$ cat src/rtl/serial_alu_pkg.sv
// Shared opcode encodings and FSM state type for the bit-serial ALU.
// Optional flags build: SERIAL_ALU_FLAGS_EN adds zero/ovf outputs.
package serial_alu_pkg;

  localparam logic [1:0] OP_ADD = 2'b00;
  localparam logic [1:0] OP_SUB = 2'b01;
  localparam logic [1:0] OP_AND = 2'b10;
  localparam logic [1:0] OP_OR  = 2'b11;

  typedef enum logic [1:0] {
    IDLE = 2'd0,
    RUN  = 2'd1,
    DONE = 2'd2
  } state_t;

  function automatic logic is_arith(input logic [1:0] op);
    return (op == OP_ADD) || (op == OP_SUB);
  endfunction

endpackage

$ cat src/rtl/serial_alu_if.sv
// Request/response bundle of the bit-serial ALU.
// Optional flags build: SERIAL_ALU_FLAGS_EN adds zero/ovf.
interface serial_alu_if #(
  parameter int WIDTH = 8
);
  // Handshake: start is sampled at a rising edge only while busy is low
  // (IDLE or DONE); a, b, opcode and cin are captured at that same edge.
  // busy stays high for exactly WIDTH cycles, then done pulses for one cycle
  // with result/cout (and flags) freshly updated; they hold until the next done.
  logic             start;
  logic [WIDTH-1:0] a;
  logic [WIDTH-1:0] b;
  logic [1:0]       opcode;
  logic             cin;
  logic             busy;
  logic             done;
  logic [WIDTH-1:0] result;
  logic             cout;
`ifdef SERIAL_ALU_FLAGS_EN
  logic             zero;
  logic             ovf;
`endif

  modport master (
    output start, a, b, opcode, cin,
`ifdef SERIAL_ALU_FLAGS_EN
    input  zero, ovf,
`endif
    input  busy, done, result, cout
  );

  modport slave (
    input  start, a, b, opcode, cin,
`ifdef SERIAL_ALU_FLAGS_EN
    output zero, ovf,
`endif
    output busy, done, result, cout
  );

endinterface

$ cat src/rtl/serial_alu_bit_slice.sv
// Combinational 1-bit ALU slice: full adder for ADD/SUB (b inverted for SUB),
// plain gate for AND/OR with carry-out forced low.
module alu_bit_slice
  import serial_alu_pkg::*;
(
  input  logic       a,
  input  logic       b,
  input  logic [1:0] opcode,
  input  logic       cin,
  output logic       r,
  output logic       co
);

  logic b_eff;

  always_comb begin
    b_eff = (opcode == OP_SUB) ? ~b : b;
    r     = 1'b0;
    co    = 1'b0;
    case (opcode)
      OP_ADD, OP_SUB: begin
        r  = a ^ b_eff ^ cin;
        co = (a & b_eff) | (cin & (a ^ b_eff));
      end
      OP_AND: r = a & b;
      OP_OR:  r = a | b;
      default: begin
        r  = 1'b0;
        co = 1'b0;
      end
    endcase
  end

endmodule

$ cat src/rtl/serial_alu.sv
// Bit-serial ALU: WIDTH-bit ADD/SUB/AND/OR, one bit per cycle LSB first.
// Optional flags build: define SERIAL_ALU_FLAGS_EN for zero/ovf outputs.
module serial_alu
  import serial_alu_pkg::*;
#(
  parameter int WIDTH = 8
) (
  input  logic         clk,
  input  logic         rst_n,
  serial_alu_if.slave  bus,
  output state_t       state_dbg
);

  localparam int CNT_W = (WIDTH > 1) ? $clog2(WIDTH) : 1;
  localparam logic [CNT_W-1:0] LAST = CNT_W'(WIDTH - 1);

  state_t             state;
  logic [CNT_W-1:0]   cnt;
  logic               carry;
  logic [WIDTH-1:0]   a_sh;
  logic [WIDTH-1:0]   b_sh;
  logic [WIDTH-1:0]   acc;
  logic [1:0]         op_q;
  logic               busy_q;
  logic               done_q;
  logic [WIDTH-1:0]   result_q;
  logic               cout_q;
`ifdef SERIAL_ALU_FLAGS_EN
  logic               zero_q;
  logic               ovf_q;
`endif

  logic               slice_r;
  logic               slice_co;
  logic [WIDTH-1:0]   acc_next;

  alu_bit_slice u_slice (
    .a      (a_sh[0]),
    .b      (b_sh[0]),
    .opcode (op_q),
    .cin    (carry),
    .r      (slice_r),
    .co     (slice_co)
  );

  // Result bits enter at the MSB so after WIDTH shifts bit 0 lands at position 0.
  assign acc_next = {slice_r, acc[WIDTH-1:1]};

  always_ff @(posedge clk or negedge rst_n) begin
    if (!rst_n) begin
      state    <= IDLE;
      cnt      <= '0;
      carry    <= 1'b0;
      a_sh     <= '0;
      b_sh     <= '0;
      acc      <= '0;
      op_q     <= OP_ADD;
      busy_q   <= 1'b0;
      done_q   <= 1'b0;
      result_q <= '0;
      cout_q   <= 1'b0;
`ifdef SERIAL_ALU_FLAGS_EN
      zero_q   <= 1'b0;
      ovf_q    <= 1'b0;
`endif
    end else begin
      case (state)
        IDLE, DONE: begin
          done_q <= 1'b0;
          if (bus.start) begin
            a_sh   <= bus.a;
            b_sh   <= bus.b;
            op_q   <= bus.opcode;
            cnt    <= '0;
            acc    <= '0;
            case (bus.opcode)
              OP_ADD:  carry <= bus.cin;
              OP_SUB:  carry <= 1'b1;
              default: carry <= 1'b0;
            endcase
            busy_q <= 1'b1;
            state  <= RUN;
          end else begin
            state  <= IDLE;
          end
        end
        RUN: begin
          a_sh  <= a_sh >> 1;
          b_sh  <= b_sh >> 1;
          acc   <= acc_next;
          carry <= slice_co;
          cnt   <= cnt + 1'b1;
          if (cnt == LAST) begin
            result_q <= acc_next;
            cout_q   <= is_arith(op_q) ? slice_co : 1'b0;
`ifdef SERIAL_ALU_FLAGS_EN
            zero_q   <= (acc_next == '0);
            // Signed overflow: carry into the MSB differs from carry out of it.
            ovf_q    <= is_arith(op_q) ? (carry ^ slice_co) : 1'b0;
`endif
            busy_q   <= 1'b0;
            done_q   <= 1'b1;
            state    <= DONE;
          end
        end
        default: begin
          busy_q <= 1'b0;
          done_q <= 1'b0;
          state  <= IDLE;
        end
      endcase
    end
  end

  assign bus.busy   = busy_q;
  assign bus.done   = done_q;
  assign bus.result = result_q;
  assign bus.cout   = cout_q;
`ifdef SERIAL_ALU_FLAGS_EN
  assign bus.zero   = zero_q;
  assign bus.ovf    = ovf_q;
`endif
  assign state_dbg  = state;

endmodule

$ cat src/flat_wrapper.sv
// flat-port wrapper written by rule: the top's interface ports become plain ports
module serial_alu_flat import serial_alu_pkg::*;
#(
  parameter int WIDTH = 8
)
  (clk, rst_n, state_dbg, bus_start, bus_a, bus_b, bus_opcode, bus_cin, bus_busy, bus_done, bus_result, bus_cout);
  serial_alu_if #(.WIDTH(WIDTH)) bus_i ();
  input  logic clk;
  input  logic rst_n;
  output state_t state_dbg;
  input wire logic [$bits(bus_i.start)-1:0] bus_start;
  input wire logic [$bits(bus_i.a)-1:0] bus_a;
  input wire logic [$bits(bus_i.b)-1:0] bus_b;
  input wire logic [$bits(bus_i.opcode)-1:0] bus_opcode;
  input wire logic [$bits(bus_i.cin)-1:0] bus_cin;
  output wire logic [$bits(bus_i.busy)-1:0] bus_busy;
  output wire logic [$bits(bus_i.done)-1:0] bus_done;
  output wire logic [$bits(bus_i.result)-1:0] bus_result;
  output wire logic [$bits(bus_i.cout)-1:0] bus_cout;
  assign bus_i.start = bus_start;
  assign bus_i.a = bus_a;
  assign bus_i.b = bus_b;
  assign bus_i.opcode = bus_opcode;
  assign bus_i.cin = bus_cin;
  assign bus_busy = bus_i.busy;
  assign bus_done = bus_i.done;
  assign bus_result = bus_i.result;
  assign bus_cout = bus_i.cout;
  serial_alu #(.WIDTH(WIDTH)) u_core (.clk(clk), .rst_n(rst_n), .bus(bus_i), .state_dbg(state_dbg));
endmodule
$ cat config.mk
export PLATFORM = sky130hd
export DESIGN_NAME = serial_alu_flat
export DESIGN_NICKNAME = d
export VERILOG_FILES = /design/src/rtl/serial_alu_pkg.sv /design/src/rtl/serial_alu_if.sv /design/src/rtl/serial_alu_bit_slice.sv /design/src/rtl/serial_alu.sv /design/src/flat_wrapper.sv
export SDC_FILE = /design/constraint.sdc
export NUM_CORES = 1
export LEC_CHECK = 0
export BUFFER_PORTS_ARGS = -buffer_cell sky130_fd_sc_hd__buf_2
export CORE_MARGIN = 2
export CORE_UTILIZATION = 57
export DETAILED_ROUTE_END_ITERATION = 10
export PLACE_DENSITY = 0.9
export RECOVER_POWER = 25
export SETUP_SLACK_MARGIN = 0.05
export SYNTH_ARGS = -nofsm -noshare
export SYNTH_HDL_FRONTEND = slang
export SYNTH_SLANG_ARGS = --single-unit
$ cat constraint.sdc
create_clock -name clk -period 2.7 [get_ports clk]
set_clock_uncertainty 0.15 [all_clocks]
set_input_delay 0.405 -clock clk [delete_from_list [all_inputs] [get_ports clk]]
set_output_delay 0.405 -clock clk [all_outputs]
set_load 0.01 [all_outputs]
==> impl_metrics.py <==
metrics = {
    "timing": {
        "fin_crit_sh": 0.730,
        "slew_viol_final": 0,
        "max_slew_margin": 0.410,
        "max_freq_ghz": 0.507,
        "rsz0062_at_grt": "false",
        "hold_viol_final": 0,
        "setup_viol": 0,
        "worst_pin_slew_ps": 885,
        "fin_ws_ps": 728,
        "fin_crit_ps": 1970,
        "finalSetupTns_ps": 0,
    },
    "synthesis": {
        "synth-seq-cells": 42,
        "synth_xor_area_frac": 0.00497,
        "synth_top_family_by_area": "simple AND/OR/NAND/NOR gates",
        "yosysTopAreaCellShare": 0.596,
        "async_reset_ff_frac": 1.00,
        "synth_top_flop_cell": "dfrtp_1",
        "yosysTopAreaCell": "dfrtp_1",
        "synth_mux_area_frac": 0.0610,
        "ys_seq_area_frac": 0.596,
        "synth_edf_count": 0,
        "synth_area_per_cell_um2": 11.6,
        "synth.area.top_cells": "dfrtp_1 (60%), a22o_1 (5.0%), o22ai_1 (5.0%)",
        "yosys_warnings": 0,
        "syn_inst": 152,
        "synthesis.area_um2": 1760,
        "synth_nets": 177,
        "synthSimpleGateAreaFrac": 0.146,
        "synthAdderAreaFrac": 0.0312,
        "synth-compound-area-share": 0.121,
        "synth.distinct_cells": 27,
    },
    "floorplanning": {
        "core_area_um2": 3000,
        "io_pins": 35,
        "dieArea_um2": 3550,
        "die-width_um": 59.6,
        "die_h_um": 59.6,
        "core.rowCount": 20,
        "start_util": 0.587,
    },
    "power_and_ir_drop": {
        "p_per_area_nw_per_um2": 1260,
        "ir_drop_mv": 0.655,
        "power_leakage_nw": 0.990,
    },
    "place": {
        "placed_cells": 212,
        "portBuffers": 34,
        "gp_congestion": 0.763,
        "dp_hpwl_um": 2500,
        "dp_worst_setup_slack_ps": 747,
    },
    "cts": {
        "cts.path.max_buffers": 2,
        "cts_resized": 0,
        "cts_tree": "done",
        "numClockSinks": 42,
        "cts_root_buf": "clkbuf_4",
        "clk_pin_slew_ps": 120,
        "postCtsSetupRepairBufs": 0,
        "clk_latency_ps": 350,
        "cts_buffers": 5,
        "cts_max_level": 2,
        "ctsHoldBuffers": 0,
    },
    "setup_path": {
        "crit_path_end_kind": "flip-flop",
        "worst_path_most_repeated_cell": "ha_1",
        "max_stage_delay_ps": 470,
        "cp_slowest_cell": "nand3b_1",
        "cp-start-kind": "flip-flop",
        "crit_chain": "ha_1, ha_1, nand3b_1, mux2_2",
        "critPathBufInv": 0,
        "worst_ep_arrival_time_ps": 2070,
        "path_delay_family": "simple AND/OR/NAND/NOR gates",
        "critPathKind": "reg -> reg",
        "path_max_fanout": 12,
        "cp.required_ps": 2800,
    },
    "run_status": {
        "status": "finished clean",
    },
    "drt": {
        "wire_per_inst_um": 16.5,
        "vias_per_cell": 5.89,
        "final_antenna_net_count": 0,
        "maxUsedRoutingLayer": "met4",
        "via_count": 1291,
        "firstDrtPassIters": 4,
        "wl_met3_um": 147,
        "met2_length_um": 1810,
        "wl_met1_um": 1560,
        "route.detailed.drc": 0,
        "wl_um": 3620,
        "drt_iter0_drc": 49,
    },
    "cells_and_area": {
        "layoutNonFillerInstCount": 219,
        "syn_to_final_growth_pct": 14.3,
        "antennaDiodeCount": 0,
        "drive_above_1_share": 0.285,
        "fin_nets": 211,
    },
    "global_routing": {
        "grt_max_degree": 43,
        "grt_usage": 0.229,
        "grt_pass1_wl_um": 5910,
        "antenna_found_initial": 0,
        "globalRoute.totalOverflow": 0,
        "first_global_vias": 1253,
    },
    "worst_hold_path": {
        "holdCritPathClass": "in -> async",
    },
    "job": {
        "cap_violations": 0,
    },
}
## power breakdown
part / switching (mW) / leakage [nW] / internal, mW / total, mW
Combinational: 0.542 / 0.428 / 0.467 / 1.01
Clock: 0.197 / 0.0443 / 0.216 / 0.412
Sequential: 0.207 / 0.517 / 0.919 / 1.13
## sequential cells by signal, indices dropped and copies added, names as in the netlist
register           count
u_core.op_q            2
u_core.bus.cout        1
u_core.bus.busy        1
u_core.b_sh            8
u_core.state_dbg       2
u_core.bus.result      8
u_core.carry           1
u_core.acc             7
u_core.a_sh            8
u_core.cnt             3
u_core.bus.done        1
## final timing paths
path / startpoint / end / slack, ps / cells past startpoint
worst max-delay path: u_core.cnt[0]$_DFFE_PN0P_ / u_core.bus.result[0]$_DFFE_PN0P_ / 730 / 4
worst min-delay path: rst_n / u_core.acc[2]$_DFFE_PN0P_ / 10 / 1
worst max register to register: u_core.cnt[0]$_DFFE_PN0P_ / u_core.bus.result[0]$_DFFE_PN0P_ / 730 / 4
worst min register to register: u_core.bus.result[7]$_DFFE_PN0P_ / u_core.bus.result[7]$_DFFE_PN0P_ / 340 / 2
max in group asynchronous: rst_n / u_core.a_sh[4]$_DFFE_PN0P_ / 1830 / 1
min in group clk: bus_opcode[0] / u_core.op_q[0]$_DFFE_PN0P_ / 110 / 3
## per-stage QoR
step	hold WS, ps	utilization	area (um^2)	power, mW
2_1_floorplan	-40.6	-	1760	1.86
3_3_place_gp	315	0.644	1930	2.04
3_5_place_dp	319	0.644	1930	2.14
4_1_cts	45.6	0.671	2020	2.55
5_1_grt	82.7	0.671	2020	2.72
6_report	10.9	0.671	2020	2.55
## synthesized netlist by cell type, types with 2 or more instances
cell type and n:
a22o_1 10, nor2b_1 2, ha_1 2, nand2_1 9, o22ai_1 14, dfrtp_1 42, nor2_1 19, nor3_1 15
nand3_1 3, nand2b_1 4, o21ai_0 4, buf_2 4, buf_4 4, mux2_4 5, o21ai_1 2, mux2_2 2
## cell families after synthesis
family                   count (synthesis)
XOR/XNOR                                 1
multiplexers                             8
adder cells (fa/ha/maj)                  4
AND/OR/NAND/NOR                         55
AO/OA/AOI/OAI                           31
buffers and inverters                   11
flip-flops                              42
## final cells by class
class | count | area (um^2)
inverters | 1 | 3.75
repair buffers | 37 | 193
fillers | 207 | 987
clock inverters | 1 | 30.0
multi-input cells | 99 | 646
well taps | 33 | 41.3
clock buffers | 6 | 51.3
flip-flops and latches | 42 | 1050
## layout by cell type, fill, tap and decap left out
master / Yosys / routed
nor2_4: 1 / 1
o21ai_1: 2 / 2
xnor2_1: 1 / 1
nor2b_1: 2 / 1
clkbuf_8: 0 / 1
inv_1: 1 / 1
a22o_1: 10 / 10
ha_1: 2 / 2
nand3b_1: 1 / 1
dfrtp_1: 42 / 42
o22ai_1: 14 / 14
nand3_1: 3 / 3
and2_1: 1 / 1
mux2_4: 5 / 5
nor2b_2: 0 / 1
nor2_1: 19 / 19
nand2b_1: 4 / 4
buf_2: 4 / 34
nor3_1: 15 / 15
mux2i_1: 1 / 1
o31a_1: 1 / 1
bufinv_16: 0 / 1
o21ai_0: 4 / 4
maj3_1: 1 / 1
buf_4: 4 / 3
clkbuf_4: 0 / 5
mux2_2: 2 / 2
fa_1: 1 / 1
nand2_1: 9 / 9
## metal layers
metal	global-route usage	vias up
li1	-	604
met1	0.308	643
met2	0.367	33
met3	0.0349	11
met4	0.105	0
met5	0	-
(Power assumes the default switching activity.)
